**src/rtl/uart_tx_fifo_pkg.sv**
```systemverilog
// ---------------------------------------------------------------------------
// uart_tx_fifo_pkg
//   Shared definitions for the UART transmit FIFO slice: the default byte
//   width (must match the uart_tx din width), the default FIFO geometry and
//   the launcher state encoding used by uart_tx_fifo.
//   No ports (package).
// ---------------------------------------------------------------------------
package uart_tx_fifo_pkg;

    localparam int UART_DATA_W = 8;
    localparam int FIFO_DEPTH  = 16;
    localparam int FIFO_ADDR_W = 4;

    typedef enum logic [1:0] {
        S_IDLE      = 2'd0,
        S_WAIT_ACK  = 2'd1,
        S_WAIT_DONE = 2'd2
    } launch_state_t;

endpackage

```
**src/rtl/uart_tx_fifo_sync_fifo.sv**
```systemverilog
// ---------------------------------------------------------------------------
// uart_tx_fifo_sync_fifo
//   Generic synchronous circular FIFO: register-array storage, wrapping
//   read/write pointers, and a registered occupancy count with full/empty
//   flags. The head entry is presented combinationally on rd_data.
//   The caller must only push when not full and only pop when not empty.
// Ports
//   clk      in   system clock
//   rst_n    in   asynchronous, active-low reset
//   push     in   write wr_data at the tail this edge
//   pop      in   drop the head entry this edge
//   clear    in   synchronous clear of pointers and count (wins over push/pop)
//   wr_data  in   DATA_W byte to store
//   rd_data  out  DATA_W head entry (mem[rd_ptr])
//   full     out  count == DEPTH (registered)
//   empty    out  count == 0 (registered)
//   count    out  ADDR_W+1 entries stored (registered)
// ---------------------------------------------------------------------------
module uart_tx_fifo_sync_fifo
    import uart_tx_fifo_pkg::*;
#(
    parameter int DATA_W = UART_DATA_W,
    parameter int DEPTH  = FIFO_DEPTH,
    parameter int ADDR_W = FIFO_ADDR_W
) (
    input  logic              clk,
    input  logic              rst_n,
    input  logic              push,
    input  logic              pop,
    input  logic              clear,
    input  logic [DATA_W-1:0] wr_data,
    output logic [DATA_W-1:0] rd_data,
    output logic              full,
    output logic              empty,
    output logic [ADDR_W:0]   count
);

    localparam logic [ADDR_W-1:0] PTR_ONE  = ADDR_W'(1);
    localparam logic [ADDR_W:0]   CNT_ONE  = (ADDR_W + 1)'(1);
    localparam logic [ADDR_W:0]   CNT_FULL = (ADDR_W + 1)'(DEPTH);

    logic [DATA_W-1:0] mem [DEPTH];
    logic [ADDR_W-1:0] wr_ptr;
    logic [ADDR_W-1:0] rd_ptr;
    logic [ADDR_W:0]   count_next;

    assign rd_data = mem[rd_ptr];

    // Storage has no reset; only entries between the pointers are ever read.
    always_ff @(posedge clk) begin
        if (push && !clear) begin
            mem[wr_ptr] <= wr_data;
        end
    end

    // A simultaneous push and pop leaves the occupancy unchanged.
    always_comb begin
        count_next = count;
        if (push && !pop) begin
            count_next = count + CNT_ONE;
        end else if (!push && pop) begin
            count_next = count - CNT_ONE;
        end
    end

    // Pointers wrap naturally because DEPTH is a power of two. The flags are
    // derived from count_next so they line up with the registered count.
    always_ff @(posedge clk or negedge rst_n) begin
        if (!rst_n) begin
            wr_ptr <= '0;
            rd_ptr <= '0;
            count  <= '0;
            full   <= 1'b0;
            empty  <= 1'b1;
        end else if (clear) begin
            wr_ptr <= '0;
            rd_ptr <= '0;
            count  <= '0;
            full   <= 1'b0;
            empty  <= 1'b1;
        end else begin
            if (push) begin
                wr_ptr <= wr_ptr + PTR_ONE;
            end
            if (pop) begin
                rd_ptr <= rd_ptr + PTR_ONE;
            end
            count <= count_next;
            full  <= (count_next == CNT_FULL);
            empty <= (count_next == '0);
        end
    end

endmodule

```
**src/rtl/uart_tx_fifo.sv**
```systemverilog
// ---------------------------------------------------------------------------
// uart_tx_fifo
//   Transmit-side buffer and launcher for the uart_tx serialiser. Bytes from
//   the host are queued in a circular FIFO and handed to uart_tx one at a
//   time through its start/din/busy handshake, so producers can burst up to
//   DEPTH bytes without waiting on the baud rate.
// Ports
//   clk       in   system clock
//   rst_n     in   asynchronous, active-low reset
//   wr_en     in   push request
//   wr_data   in   DATA_W byte to push
//   flush     in   synchronous clear of FIFO contents
//   full      out  count == DEPTH
//   empty     out  count == 0
//   count     out  ADDR_W+1 entries stored
//   overflow  out  one-cycle pulse: push rejected because FIFO was full
//   tx_start  out  one-cycle launch pulse to uart_tx.start
//   tx_data   out  DATA_W byte to uart_tx.din, held until the next launch
//   tx_busy   in   uart_tx.busy
// ---------------------------------------------------------------------------
module uart_tx_fifo
    import uart_tx_fifo_pkg::*;
#(
    parameter int DATA_W = UART_DATA_W,
    parameter int DEPTH  = FIFO_DEPTH,
    parameter int ADDR_W = FIFO_ADDR_W
) (
    input  logic              clk,
    input  logic              rst_n,
    input  logic              wr_en,
    input  logic [DATA_W-1:0] wr_data,
    input  logic              flush,
    output logic              full,
    output logic              empty,
    output logic [ADDR_W:0]   count,
    output logic              overflow,
    output logic              tx_start,
    output logic [DATA_W-1:0] tx_data,
    input  logic              tx_busy
);

    launch_state_t     state;
    logic              push;
    logic              pop;
    logic [DATA_W-1:0] head_data;

    // Flush discards a concurrent write outright, so it neither stores nor
    // counts as an overflow. Rejection uses the registered full flag even if
    // a pop happens on the same edge.
    assign push = wr_en && !full && !flush;
    assign pop  = (state == S_IDLE) && !empty && !tx_busy && !flush;

    uart_tx_fifo_sync_fifo #(
        .DATA_W (DATA_W),
        .DEPTH  (DEPTH),
        .ADDR_W (ADDR_W)
    ) u_fifo (
        .clk     (clk),
        .rst_n   (rst_n),
        .push    (push),
        .pop     (pop),
        .clear   (flush),
        .wr_data (wr_data),
        .rd_data (head_data),
        .full    (full),
        .empty   (empty),
        .count   (count)
    );

    always_ff @(posedge clk or negedge rst_n) begin
        if (!rst_n) begin
            overflow <= 1'b0;
        end else begin
            overflow <= wr_en && full && !flush;
        end
    end

    // Launcher: pulse start for one cycle, wait for uart_tx to raise busy,
    // then wait for busy to fall before the next byte may go. Flush only
    // blocks a new launch; a frame already handed over runs to completion.
    always_ff @(posedge clk or negedge rst_n) begin
        if (!rst_n) begin
            state    <= S_IDLE;
            tx_start <= 1'b0;
            tx_data  <= '0;
        end else begin
            case (state)
                S_IDLE: begin
                    tx_start <= 1'b0;
                    if (pop) begin
                        tx_start <= 1'b1;
                        tx_data  <= head_data;
                        state    <= S_WAIT_ACK;
                    end
                end
                S_WAIT_ACK: begin
                    tx_start <= 1'b0;
                    if (tx_busy) begin
                        state <= S_WAIT_DONE;
                    end
                end
                S_WAIT_DONE: begin
                    tx_start <= 1'b0;
                    if (!tx_busy) begin
                        state <= S_IDLE;
                    end
                end
                default: begin
                    tx_start <= 1'b0;
                    state    <= S_IDLE;
                end
            endcase
        end
    end

endmodule

```
**config.mk**
```make
export PLATFORM = sky130hd
export DESIGN_NAME = uart_tx_fifo
export DESIGN_NICKNAME = d
export VERILOG_FILES = /design/src/rtl/uart_tx_fifo_pkg.sv /design/src/rtl/uart_tx_fifo_sync_fifo.sv /design/src/rtl/uart_tx_fifo.sv
export SDC_FILE = /design/constraint.sdc
export NUM_CORES = 1
export LEC_CHECK = 0
export CAP_MARGIN = 20
export CORE_MARGIN = 1.5
export CORE_UTILIZATION = 40
export CTS_BUF_LIST = sky130_fd_sc_hd__clkbuf_4
export CTS_CLUSTER_SIZE = 40
export DETAILED_ROUTE_END_ITERATION = 10
export PLACE_DENSITY = 0.62
export SYNTH_ARGS = -nofsm -noshare
export SYNTH_HDL_FRONTEND = slang
export SYNTH_SLANG_ARGS = --single-unit
```
**constraint.sdc**
```tcl
create_clock -name clk -period 1.8 [get_ports clk]
set_input_delay 0.36 -clock clk [delete_from_list [all_inputs] [get_ports clk]]
set_output_delay 0.36 -clock clk [all_outputs]
set_load 0.1 [all_outputs]
```
==> results of run 1 <==
-- what timing repair did --
action	4_1_cts	5_1_grt
pin swaps	0	4
buffers inserted	0	5
hold buffers	0	0
setup endpoints to repair	62	141
resized for setup	0	16
gates cloned	0	1
-- layout by cell type (no fill, tap or decap), types with 7 or more instances in the layout --
cell type	count
buf_12	31
a21oi_1	7
clkbuf_4	18
edfxtp_1	128
buf_4	39
clkdlybuf4s50_1	12
nor2_1	14
mux2_2	10
ha_1	7
nand2_1	22
mux2i_1	21
mux4_2	22
nor2_2	12
o21ai_0	7
dfrtp_1	22
-- stage by stage --
step	cells	hold slack [ps]	total power, mW	setup slack, ps	TNS, ps
5_1_grt	683	151	9.58	-68.4	-182
2_1_floorplan	374	64.4	6.06	-58.2	-63.8
6_report	685	169	9.20	-2.87	-2.87
3_5_place_dp	646	555	7.11	-387	-49740
3_3_place_gp	646	555	7.08	-347	-44900
4_1_cts	677	140	9.18	-34.4	-1060
-- worst register-to-register path: stages (launching register included) --
cell and delay (ps):
dfrtp_1 420, or4_4 580, nand3_2 120, a2bb2oi_4 170, mux2i_1 240, and4_1 210
-- worst paths after layout --
path	slack [ps]	end	depth (start not counted)	start
max	-3	u_fifo.full	5	state[0]
min	170	u_fifo.count[4]	2	rst_n
max reg2reg	-3	u_fifo.full	5	state[0]
min reg2reg	590	tx_data[7]	2	tx_data[7]
max in group asynchronous	1320	u_fifo.empty	2	rst_n
min in group clk	560	state[1]	3	tx_busy
-- cells in the mapped netlist, drive strengths merged (2+ instances only) --
library cell,n,area [um^2]
inv,6,22.5
mux2i,22,220
and4,2,17.5
nand2,27,101
nand3,7,40.0
nand2b,4,25.0
xnor2,6,52.6
xor2,6,52.6
o221ai,3,26.3
a22oi,5,37.5
buf,10,52.6
mux2,10,113
ha,7,87.6
a21oi,9,45.0
nand4,4,25.0
o211ai,5,37.5
o21ai,8,40.0
a21boi,5,37.5
dfrtp,26,651
edfxtp,128,3840
clkbuf,8,31.3
mux4,22,495
nor2,26,97.6
nor3,5,30.0
-- report_power, final --
part	switching, mW	internal, mW
registers	0.242	4.09
logic	1.63	1.16
clock network	1.23	0.847
-- final cells by class --
type	instances	area (um^2)
diodes	2	5.00
clock buffers	18	135
clock inverters	13	144
fillers	1277	7300
inverters	6	22.5
multi-input cells	195	1820
flip-flops and latches	155	4540
well taps	211	264
repair buffers	85	1080
-- sequential cells by signal (all words and copies together) (netlist names) --
register,flops
tx_start,1
u_fifo.mem,128
u_fifo.count,5
state,2
tx_data,8
u_fifo.rd_ptr,4
u_fifo.full,1
u_fifo.wr_ptr,4
u_fifo.empty,1
overflow,1
-- per-layer routing --
layer | track usage | wire length, um
met1 | 0.238 | 5970
met2 | 0.263 | 6190
met3 | 0.0441 | 420
met4 | 0.0595 | 125
met5 | 0 | 0
-- kinds of logic (layout without fill, tap and decap cells) --
family                   after synthesis  in the layout  synth area share
buffers and inverters                 24            122            0.0168
XOR/XNOR                              12             12            0.0166
flip-flops                           155            155             0.714
AO/OA/AOI/OAI                         40             40            0.0435
multiplexers                          54             54             0.131
other                                  0              2                 0
AND/OR/NAND/NOR                       82             82            0.0642
adder cells (fa/ha/maj)                7              7            0.0138
==> impl_metrics.csv, run 1 <==
group,metric,value,unit
outcome,status,"complete, but fails checks",
outcome,violations,"negative setup slack",
setup_path,critical_path_buf_inv_count,0,
floorplan,core,0.0153,mm^2
timing,hold_viol_final,0,
timing,tightestPinTransition,648,ps
yosys,synth_cell_type_count,42,
timing,setup_ws,-2.87,ps
pwr,p_leak,2.72,nW
place,dpl_cell_area,0.00762,mm^2
place,hpwl,8650,um
cells_and_area,utilization,0.523,
yosys,yosysWarnings,0,
floorplan,dieArea,0.0166,mm^2
route,viasPerCell,5.05,
route,via_count,3459,
floorplan,die_h,129,um
setup_path,crit_path_top_delay_cell,"or4_4",
setup_path,arrival,2290,ps
timing,rsz0062_at_grt,"true",
setup_path,path_cells,"or4_4, nand3_2, a2bb2oi_4, mux2i_1, and4_1",
global_routing,grt_usage,0.171,
timing,fmax,555,MHz
timing,finalMaxSlewViolations,0,
route,antenna_left,0,
place,finalWeightedCongestion,0.835,
global_routing,grt_pass1_wl,20600,um
timing,post-route-period-util,1.00,
global_routing,grt_pass1_vias,3641,
cells_and_area,area_delta_synth_final,26.5,%
setup_path,critPathKind,"reg2reg",
pwr,power.density,1150,mW/mm^2
yosys,synthFlopType,"edfxtp_1",
cells_and_area,final_layout_size_suffix_gt1_frac,0.362,
setup_path,end_kind,"flop",
floorplan,initial_core_util,0.413,
floorplan,io-pin-count,30,
yosys,synthesis.nets,394,
global_routing,grt_overflow,0,
route,dr.first_iter.drc_count,296,
yosys,postSynthCellCount,374,
clock_network,cts_root_buf,"clkbuf_4",
timing,period_needed,1800,ps
cells_and_area,nets,480,
job,maxCapViolations,0,
timing,slew_headroom,0.566,
clock_network,clock_latency,550,ps
clock_network,clock_sinks,155,
route,remaining_drc_errors,0,
floorplan,fp-row-count,45,
timing,finClkSkew,18.3,ps
yosys,synth_edf_count,128,
global_routing,antenna_found_initial,0,
global_routing,grt_max_degree,41,
cells_and_area,fin_area,0.00801,mm^2
route,wl_per_cell,18.6,um
clock_network,cts_tree,"yes",
clock_network,path_clk_slew,130,ps
setup_path,critPathRequiredTime,2290,ps
worst_hold_path,min_path_type,"in2async",
setup_path,cp_max_fo,7,
floorplan,die_x,129,um
yosys,syn_area,0.00633,mm^2
yosys,synth.ff_latch_count,155,
route,first_pass_iters,4,
timing,setup_violations,1,
yosys,synth.avg_cell_area,16.9,um^2
clock_network,numCtsBuffers,17,
clock_network,htree_levels,4,
place,io_buffers,29,
route,wl,12700,um
setup_path,startpoint_type,"flop",
yosys,postSynth.asyncResetShare,0.174,
pwr,irDropWorstVdd,0.523,mV
setup_path,slowest_delay,580,ps
clock_network,cts_buffer_depth,2,
setup_path,cpLargestDelayFamily,"simple AND/OR/NAND/NOR gates",
yosys,yosysSeqAreaShare,0.714,
(Power assumes the default switching activity.)
==> run 2: changes to the inputs <==
--- a/config.mk
+++ b/config.mk
@@ -6,12 +6,12 @@
 export NUM_CORES = 1
 export LEC_CHECK = 0
 export CAP_MARGIN = 20
-export CORE_MARGIN = 1.5
 export CORE_UTILIZATION = 40
 export CTS_BUF_LIST = sky130_fd_sc_hd__clkbuf_4
 export CTS_CLUSTER_SIZE = 40
 export DETAILED_ROUTE_END_ITERATION = 10
 export PLACE_DENSITY = 0.62
+export SKIP_CTS_REPAIR_TIMING = 1
 export SYNTH_ARGS = -nofsm -noshare
 export SYNTH_HDL_FRONTEND = slang
 export SYNTH_SLANG_ARGS = --single-unit
==> run 2 against run 1 <==
  * The flow now finishes without violations
  * Via count rose by 1.4%
  * Global-route usage about the same
  * Sequential power hardly changed
  * Design area is 2.0% higher
  * Power grew 6.6%
  * Wire length increased by 3.4%
  * Final cell count fell by 0.44%
  * Highest routed layer unchanged
==> impl_metrics.csv, run 2 (synthesis results as in run 1) <==
group,metric,value,unit
timing,finClkSkew,28.2,ps
global_routing,grt_pass1_vias,3564,
setup_path,slowest_delay,620,ps
timing,fmax,556,MHz
floorplan,dieArea,0.0163,mm^2
route,antenna_left,0,
floorplan,fp-row-count,45,
route,first_pass_iters,4,
route,dr.first_iter.drc_count,187,
route,remaining_drc_errors,0,
setup_path,crit_path_top_delay_cell,"or4_4",
clock_network,cts_buffer_depth,2,
clock_network,cts_root_buf,"clkbuf_4",
timing,tightestPinTransition,704,ps
timing,rsz0062_at_grt,"true",
cells_and_area,area_delta_synth_final,29.1,%
floorplan,die_h,128,um
place,io_buffers,29,
cells_and_area,final_layout_size_suffix_gt1_frac,0.364,
timing,totalNegativeSetupSlack,0,ps
global_routing,grt_usage,0.171,
worst_hold_path,min_path_type,"in2async",
cells_and_area,largest_register,"u_fifo.mem",
route,wl,13200,um
route,viasPerCell,5.14,
clock_network,numCtsBuffers,17,
floorplan,core,0.0153,mm^2
global_routing,antenna_found_initial,1,
timing,hold_viol_final,0,
global_routing,grt_max_degree,41,
setup_path,r2r_cells,3,
global_routing,grt_pass1_wl,20300,um
timing,slew_headroom,0.529,
setup_path,path_cells,"or4_4, or3_1, o221ai_1",
global_routing,grt_overflow,0,
clock_network,clock_sinks,155,
setup_path,critPathKind,"reg2reg",
pwr,p_leak,2.77,nW
pwr,irDropWorstVdd,0.501,mV
clock_network,path_clk_slew,130,ps
floorplan,initial_core_util,0.413,
outcome,status,"completed",
cells_and_area,largest_reg_flops,128,
cells_and_area,largest_registers,"u_fifo.mem (128), tx_data (8), u_fifo.count (5)",
timing,post-route-period-util,0.999,
setup_path,end_kind,"flop",
cells_and_area,nets,479,
timing,setup_violations,0,
timing,finalMaxSlewViolations,0,
clock_network,cts_tree,"yes",
cells_and_area,layout_common_cells,"128 x edfxtp_1, 36 x buf_12, 33 x buf_4",
setup_path,arrival,2250,ps
setup_path,startpoint_type,"flop",
timing,period_needed,1800,ps
place,hpwl,8510,um
route,via_count,3508,
setup_path,critPathRequiredTime,2250,ps
floorplan,io-pin-count,30,
clock_network,clock_latency,540,ps
setup_path,cp_max_fo,8,
cells_and_area,final_cells,682,
clock_network,htree_levels,4,
pwr,power.density,1200,mW/mm^2
cells_and_area,final_common_cell,"edfxtp_1",
place,dp_cells,644,
route,wl_per_cell,19.3,um
job,maxCapViolations,0,
place,finalWeightedCongestion,0.785,
floorplan,die_x,128,um
## run 2: layout make-up
type	count	area, um^2
Fill cell	1256	7140
Sequential cell	155	4540
Inverter	6	22.5
Clock buffer	17	128
Antenna cell	1	2.50
Clock inverter	13	238
Timing Repair Buffer	84	1140
Tap cell	211	264
Multi-Input combinational cell	195	1850
## run 2: worst paths after layout
kind,start,to,slack [ps]
worst max-delay path,state[1],tx_data[3],2
worst min-delay path,rst_n,u_fifo.wr_ptr[2],190
worst max register to register,state[1],tx_data[3],2
worst min register to register,tx_data[7],tx_data[7],590
max in group asynchronous,rst_n,u_fifo.empty,1300
min in group clk,wr_data[7],u_fifo.mem[3][7],560
## run 2: metal layers
metal | part of all wire | global-route usage
met5 | 0 | 0
met4 | 0.020 | 0.0803
met3 | 0.034 | 0.0309
met2 | 0.48 | 0.260
met1 | 0.47 | 0.241
## run 2: report_power, final
group / switching (mW) / internal [mW] / total, mW
combinational: 1.65 / 1.21 / 2.85
clock: 1.24 / 1.39 / 2.62
sequential: 0.238 / 4.09 / 4.32
## run 2: metrics by stage
stage | setup slack [ps] | instance area, um^2 | total power [mW] | hold slack, ps | util
after detailed placement | -413 | 7670 | 7.15 | 562 | 0.501
after CTS | -36.5 | 8030 | 9.78 | 145 | 0.524
after floorplan | -58.2 | 6430 | 6.06 | 64.4 | -
after global placement | -320 | 7670 | 7.11 | 552 | 0.501
after global routing | -84.6 | 8170 | 10.1 | 195 | 0.534
final | 2.11 | 8170 | 9.80 | 187 | 0.534
## run 2: worst max-delay path, delay by kind of cell, from the launching register on
kind,cells,cell delay (ps)
AO/OA/AOI/OAI,1,250
flip-flops,1,400
AND/OR/NAND/NOR,2,1060
